`config.mk`:
```
export PLATFORM = sky130hd
export DESIGN_NAME = key_filter
export DESIGN_NICKNAME = d
export VERILOG_FILES = /design/src/rtl/key_filter.sv
export SDC_FILE = /design/constraint.sdc
export NUM_CORES = 1
export LEC_CHECK = 0
export CORE_MARGIN = 2
export CORE_UTILIZATION = 53
export DETAILED_ROUTE_END_ITERATION = 7
export GPL_TIMING_DRIVEN = 0
export PLACE_DENSITY = 0.74
export SLEW_MARGIN = 20
export SYNTH_ARGS = -nofsm -noshare
export SYNTH_HDL_FRONTEND = slang
export SYNTH_SLANG_ARGS = --single-unit
```
`constraint.sdc`:
```
create_clock -name sys_clock -period 1.7 [get_ports sys_clock]
set_clock_uncertainty 0.1 [all_clocks]
set_input_delay 0.34 -clock sys_clock [delete_from_list [all_inputs] [get_ports sys_clock]]
set_output_delay 0.34 -clock sys_clock [all_outputs]
set_load 0.05 [all_outputs]
```
`src/rtl/key_filter.sv`:
```
// key_filter: debounces an active-low push-button into a clean level plus press/release pulses
module key_filter #(
  parameter int CNT_MAX = 1_000_000
) (
  input  logic sys_clock,
  input  logic sys_reset_n,
  input  logic key_in,
  output logic key_level,
  output logic key_flag,
  output logic key_release
);
  localparam int CW = $clog2(CNT_MAX) + 1;
  localparam logic [CW-1:0] LAST = CW'(CNT_MAX - 1);
  localparam logic [1:0] IDLE       = 2'd0;
  localparam logic [1:0] PRESS_FILT = 2'd1;
  localparam logic [1:0] PRESSED    = 2'd2;
  localparam logic [1:0] REL_FILT   = 2'd3;
  logic          key_s1_q, key_s2_q;
  logic [1:0]    state_q, state_d;
  logic [CW-1:0] cnt_q, cnt_d;
  logic          level_q, level_d;
  logic          flag_q, flag_d;
  logic          rel_q, rel_d;
  // Filter FSM: a new level is accepted only after CNT_MAX consecutive synchronized samples
  always_comb begin
    state_d = state_q;
    cnt_d   = cnt_q;
    level_d = level_q;
    flag_d  = 1'b0;
    rel_d   = 1'b0;
    case (state_q)
      IDLE: begin
        state_d = key_s2_q ? IDLE : PRESS_FILT;
        cnt_d   = key_s2_q ? '0 : CW'(1);
      end
      PRESS_FILT: begin
        if (key_s2_q) begin
          state_d = IDLE;
          cnt_d   = '0;
        end else if (cnt_q == LAST) begin
          state_d = PRESSED;
          level_d = 1'b0;
          flag_d  = 1'b1;
          cnt_d   = '0;
        end else begin
          cnt_d = cnt_q + CW'(1);
        end
      end
      PRESSED: begin
        state_d = key_s2_q ? REL_FILT : PRESSED;
        cnt_d   = key_s2_q ? CW'(1) : '0;
      end
      default: begin
        if (!key_s2_q) begin
          state_d = PRESSED;
          cnt_d   = '0;
        end else if (cnt_q == LAST) begin
          state_d = IDLE;
          level_d = 1'b1;
          rel_d   = 1'b1;
          cnt_d   = '0;
        end else begin
          cnt_d = cnt_q + CW'(1);
        end
      end
    endcase
  end
  // Two-flop synchronizer plus registered FSM state and outputs
  always_ff @(posedge sys_clock or negedge sys_reset_n) begin
    if (!sys_reset_n) begin
      key_s1_q <= 1'b1;
      key_s2_q <= 1'b1;
      state_q  <= IDLE;
      cnt_q    <= '0;
      level_q  <= 1'b1;
      flag_q   <= 1'b0;
      rel_q    <= 1'b0;
    end else begin
      key_s1_q <= key_in;
      key_s2_q <= key_s1_q;
      state_q  <= state_d;
      cnt_q    <= cnt_d;
      level_q  <= level_d;
      flag_q   <= flag_d;
      rel_q    <= rel_d;
    end
  end
  assign key_level   = level_q;
  assign key_flag    = flag_q;
  assign key_release = rel_q;
endmodule

```
# Word level (Yosys, flattened, before mapping)
# Cells that the tools add are included.
[totals]
ff_bits = 28
latch_bits = 0
ramBits = 0
rom_bits = 0
inputBits = 3
output_inout_bits = 3
elab_cells = 44
memories = 0
[op_classes]
add_sub_neg = 1
n_mul = 0
div = 0
order_cmp = 0
eq_ne = 6
n_shift = 0
n_mux = 23
n_bitwise = 1
n_reduce_logical = 6
[ops]
columns = ["cell", "n"]
rows = [
  ["$mux 21", 3],
  ["$pmux 21 s3", 1],
  ["$add 21x1->21 const B", 1],
  ["$eq 21x20->1 const B", 1],
  ["$mux 1", 13],
  ["$mux 2", 4],
  ["$pmux 2 s3", 1],
  ["$ne 5x1->1 const B", 1],
  ["$reduce_and 4->1", 1],
  ["$ne 3x3->1 const B", 1],
  ["$reduce_or 3->1", 1],
  ["$eq 2x1->1 const B", 1],
  ["$eq 2x2->1 const B", 1],
  ["$logic_not 2->1", 1],
  ["$ne 2x2->1 const B", 1],
  ["$pmux 1 s2", 1],
  ["$reduce_and 2->1", 1],
  ["$reduce_bool 2->1", 1],
  ["$reduce_or 2->1", 1],
  ["$not 1->1", 1],
]

# Logic depth before layout (Yosys ltp)
[logic_depth]
ltp_word = 4
mapped_depth = 7
depth_no_buf = 6

# Worst setup path before layout
# No wires, ideal clock.
[synth_path]
kind = "reg-to-reg"
start = "reg cnt_q[0]"
end = "reg cnt_q[10]"
setup_ns = 0.121
arrival_time_ns = 1.696
required_ns = 1.479
setup_slack_ns = -0.218
path_stages_with_launch = 8
path_buffers = 2
synth_period_minus_slack_ns = 1.918
path_cell_list = "dfrtp_1 -> ha_1 -> and4_1 -> clkbuf_1 -> nand4_1 -> o21ai_2 -> buf_2 -> nor2_1"
[synth_between]
elab_chain_len = 4
elab_cells_between_ends = 6
cone_classes = "1 x add/sub; 1 x eq/ne; 4 x mux"
[synth_rtl]
columns = ["item", "line", "source"]
rows = [
  ["start, declared", "20", "logic [CW-1:0] cnt_q, cnt_d;"],
  ["start signal, assigned", "82", "cnt_q <= cnt_d;"],
  ["$add 21x1->21 / $eq 21x20->1 (equally long branches)", "-", ""],
  ["$mux 21 (*)", "40, 57", ""],
  ["$mux 21 (on tied branches)", "54, 37", ""],
  ["$pmux 21 s3 (*)", "31", "case (state_q)"],
  ["net cnt_d[10]", "20", ""],
]
# The timed path passes the listed nets; every way through them passes the cells marked *.
# A chain may end at the register's enable or synchronous reset.

# Worst setup path in the final report
[layout_path]
start = "reg cnt_q[1]"
end = "reg cnt_q[10]"
# The elaborated chain is that of the path after synthesis.

==> metrics.txt <==
n_diodes=0; via count=~1300; Worst-Skew Late Latency=0.33 ns; Avg Inst Size Synth=between 9 and 10 um2; clock sink total=28; total power=1750 uW; Root Driver=clkbuf_4; actual slew at the worst max-slew pin=0.625 ns; VDD IR-drop max=974 uV; failing checks=setup timing; Crit-path slowest cell=dfrtp_1; starting density of the core=between 50 and 60%; Primary FF master, synth=dfrtp_1; drt drc=0; Post-synth EDFFs=0; GRT Util Overall=between 20% and 30%; drt pass-1 iters=4; final setup margin=-0.200 ns; RSZ-0062 raised after global routing=true; grt total ovfl=0; r2r setup slk=-0.20 ns; initial DRC count=63; post-synthesis instance area=roughly 1500 um2; design area=2140 um2; flops & latches, synth=28; reg2reg end=cnt_q[10]; first-pass GRT wire length=6270 um; Most Crowded Layer GR=met2; IO Pins=6; die width=around 57 um; # setup viols final=26; CP max stage delay=0.45 ns; share of layout cells above drive strength 1=between 40% and 50%; Fmax achieved=0.526 GHz; Worst EP required=between 1.5 and 2 ns; Reg2Reg Depth=7; Static Leak=about 0.00086 uW; Avg WL per Cell=18.5 um; Post-Syn Instances=148; Final Cycle Share=112%; final hold vios=0; clock-pin slew of the registers on the worst-case setup and hold paths=0.15 ns; Worst Path Class, Setup=flip-flop to flip-flop; vias in the first global route=around 1300; CTS Buffer Depth=2; initial antenna violation count=0; Syn. warnings=0; Pwr Density=816 nW/um2; DPL Wire Length=2000 um; r2r startpoint=cnt_q[1]; Via density=between 6 and 7; Max Cap Viol=0; run status=finished, violations left; Die ar.=between 3000 and 4000 um2; fill count=roughly 150; CTS buffer count=3; std cell rows=19; DRT Wirelength=4070 um; Rel. slew slack=around three fifths; FFs w/ async S/R, synth=100%; Crit path max-delay family=flip-flops; dpl cell area=1600 um2; largest net degree at the start of global routing=29; Core Region=2710 um2; CP Cell Sequence=ha_4, and4_1, buf_8, nand4_1, o21ai_4, buf_6, nor2_2; Layout Utilization=78.9%; max-slew violations=0; CP startpoint=cnt_q[1]; grt met3 use=2.76%; GPL Wtd Cong=roughly 0.79; Die H=~57 um; Setup crit end kind=flip-flop; ANT nets after route=0; post-layout min period=about 1.9 ns; sequential cell area fraction in the yosys report=between 40% and 50%; critical path peak fanout=6; crit path capture=cnt_q[10]; synthesis-to-layout area growth=45.0%; Setup crit start kind=flip-flop; Cell variety after synth=39; critical path depth in cells=7; worst path bufs/invs=2; met1 usage in global routing=31.6%; H-tree lvl count=1; nets=198; IO buf count=5; global routing usage on met2=43.4%; hold crit path type=flip-flop to flip-flop; crit path DAT=2.03 ns; syn nets=156; CTS tree=done
## routing by layer
layer  part of all wire [%]  vias up
li1                       -      622
met1                     44      659
met2                     50       39
met3                    2.9       12
met4                    3.5        0
met5                      0        -
## where the power goes
part	switching [uW]	total, uW	internal [uW]
registers	40.4	748	708
logic	386	713	326
clock network	192	284	92.1
## cells by family after synthesis
group                    after synthesis  share of synthesized area (%)
flip-flops                            28                           47.8
XOR/XNOR                              14                           8.31
buffers and inverters                  8                           2.46
AND/OR/NAND/NOR                       72                           26.6
adder cells (fa/ha/maj)                5                           4.24
AO/OA/AOI/OAI                         18                           8.57
multiplexers                           3                           2.04
## through the flow
step	setup slack, ns	cells	setup TNS (ns)	hold WS [ns]
finish	-0.200	220	-3.84	0.270
global route	-0.255	220	-5.27	0.274
floorplan	-0.0482	148	-0.576	-0.0556
detailed placement	-0.320	184	-5.64	0.247
global placement	-0.326	184	-10.49	0.250
CTS	-0.112	216	-1.76	0.270
## worst register-to-register path: cells and delay by family (launching register included)
kind	cells	cell delay, ns
flops	1	0.45
simple gates	3	0.45
compound gates	1	0.33
buf+inv	2	0.32
fa+ha+maj	1	0.16
## worst min-delay path by stage
stage,slack [ns],cells after the start,startpoint,end
floorplan,-0.06,0,sys_reset_n,async pin
global placement,0.25,0,key_s1_q,key_s2_q
detailed placement,0.25,0,key_s1_q,key_s2_q
CTS,0.27,0,key_s1_q,key_s2_q
global route,0.27,0,key_s1_q,key_s2_q
finish,0.27,0,key_s1_q,key_s2_q
## layout make-up
cell class	instances	area [um2]	share of cell area [%]
multi-input combinational	112	973	45.5
sequential	28	714	33.4
timing repair buffer	38	327	15.3
buffer	4	48.8	2.28
tap	31	38.8	1.81
clock buffer	4	26.3	1.23
inverter	3	11.3	0.526
## registers in the layout (all words and copies together), names as in the netlist, named ones only
register	flops
key_s2_q	1
key_flag	1
key_s1_q	1
key_level	1
key_release	1
cnt_q	21
state_q	1
## timing repair
item                       in CTS  in global routing
resized for setup              50                 22
pin swaps                      17                 18
gates cloned                    1                  0
hold buffers                    1                  0
hold endpoints to repair       25                  0
setup endpoints to repair      29                 27
setup buffers                  27                  4
## synth_stat cells, types with 2 or more instances
library cell   n  share of area (%)
or4_1          3                1.5
nor4b_1        2                1.2
nor3b_1        2                1.0
or2_2          2               0.85
buf_2          2               0.68
dfstp_2        3                5.3
inv_1          3               0.76
nor3_1         2               0.68
o31ai_1        3                1.5
or3_1          2               0.85
xor2_1         7                4.2
nand3_1        8                2.7
xnor2_1        7                4.2
mux2i_1        3                2.0
nand2_1       11                2.8
nand4_1        6                2.5
clkbuf_1       2               0.51
a21oi_1        4                1.4
ha_1           5                4.2
nor4_1         5                2.1
o21ai_0        3                1.0
dfrtp_1       25                 42
and4_1         3                1.8
nor2_1        20                5.1
## layout by cell type, fill, tap and decap left out, types with 3 or more instances in the layout
cell type / instances
a21oi_2: 4
and4_1: 3
buf_4: 24
buf_6: 10
clkbuf_4: 3
dfrtp_1: 17
dfrtp_2: 8
dfstp_2: 3
ha_1: 4
mux2i_1: 3
nand2_1: 9
nand3_1: 7
nand4_1: 6
nor2_1: 6
nor2_2: 12
nor4_4: 3
o31ai_1: 3
xnor2_1: 7
xor2_1: 7
Note: power is estimated with default switching activity, not from simulation.
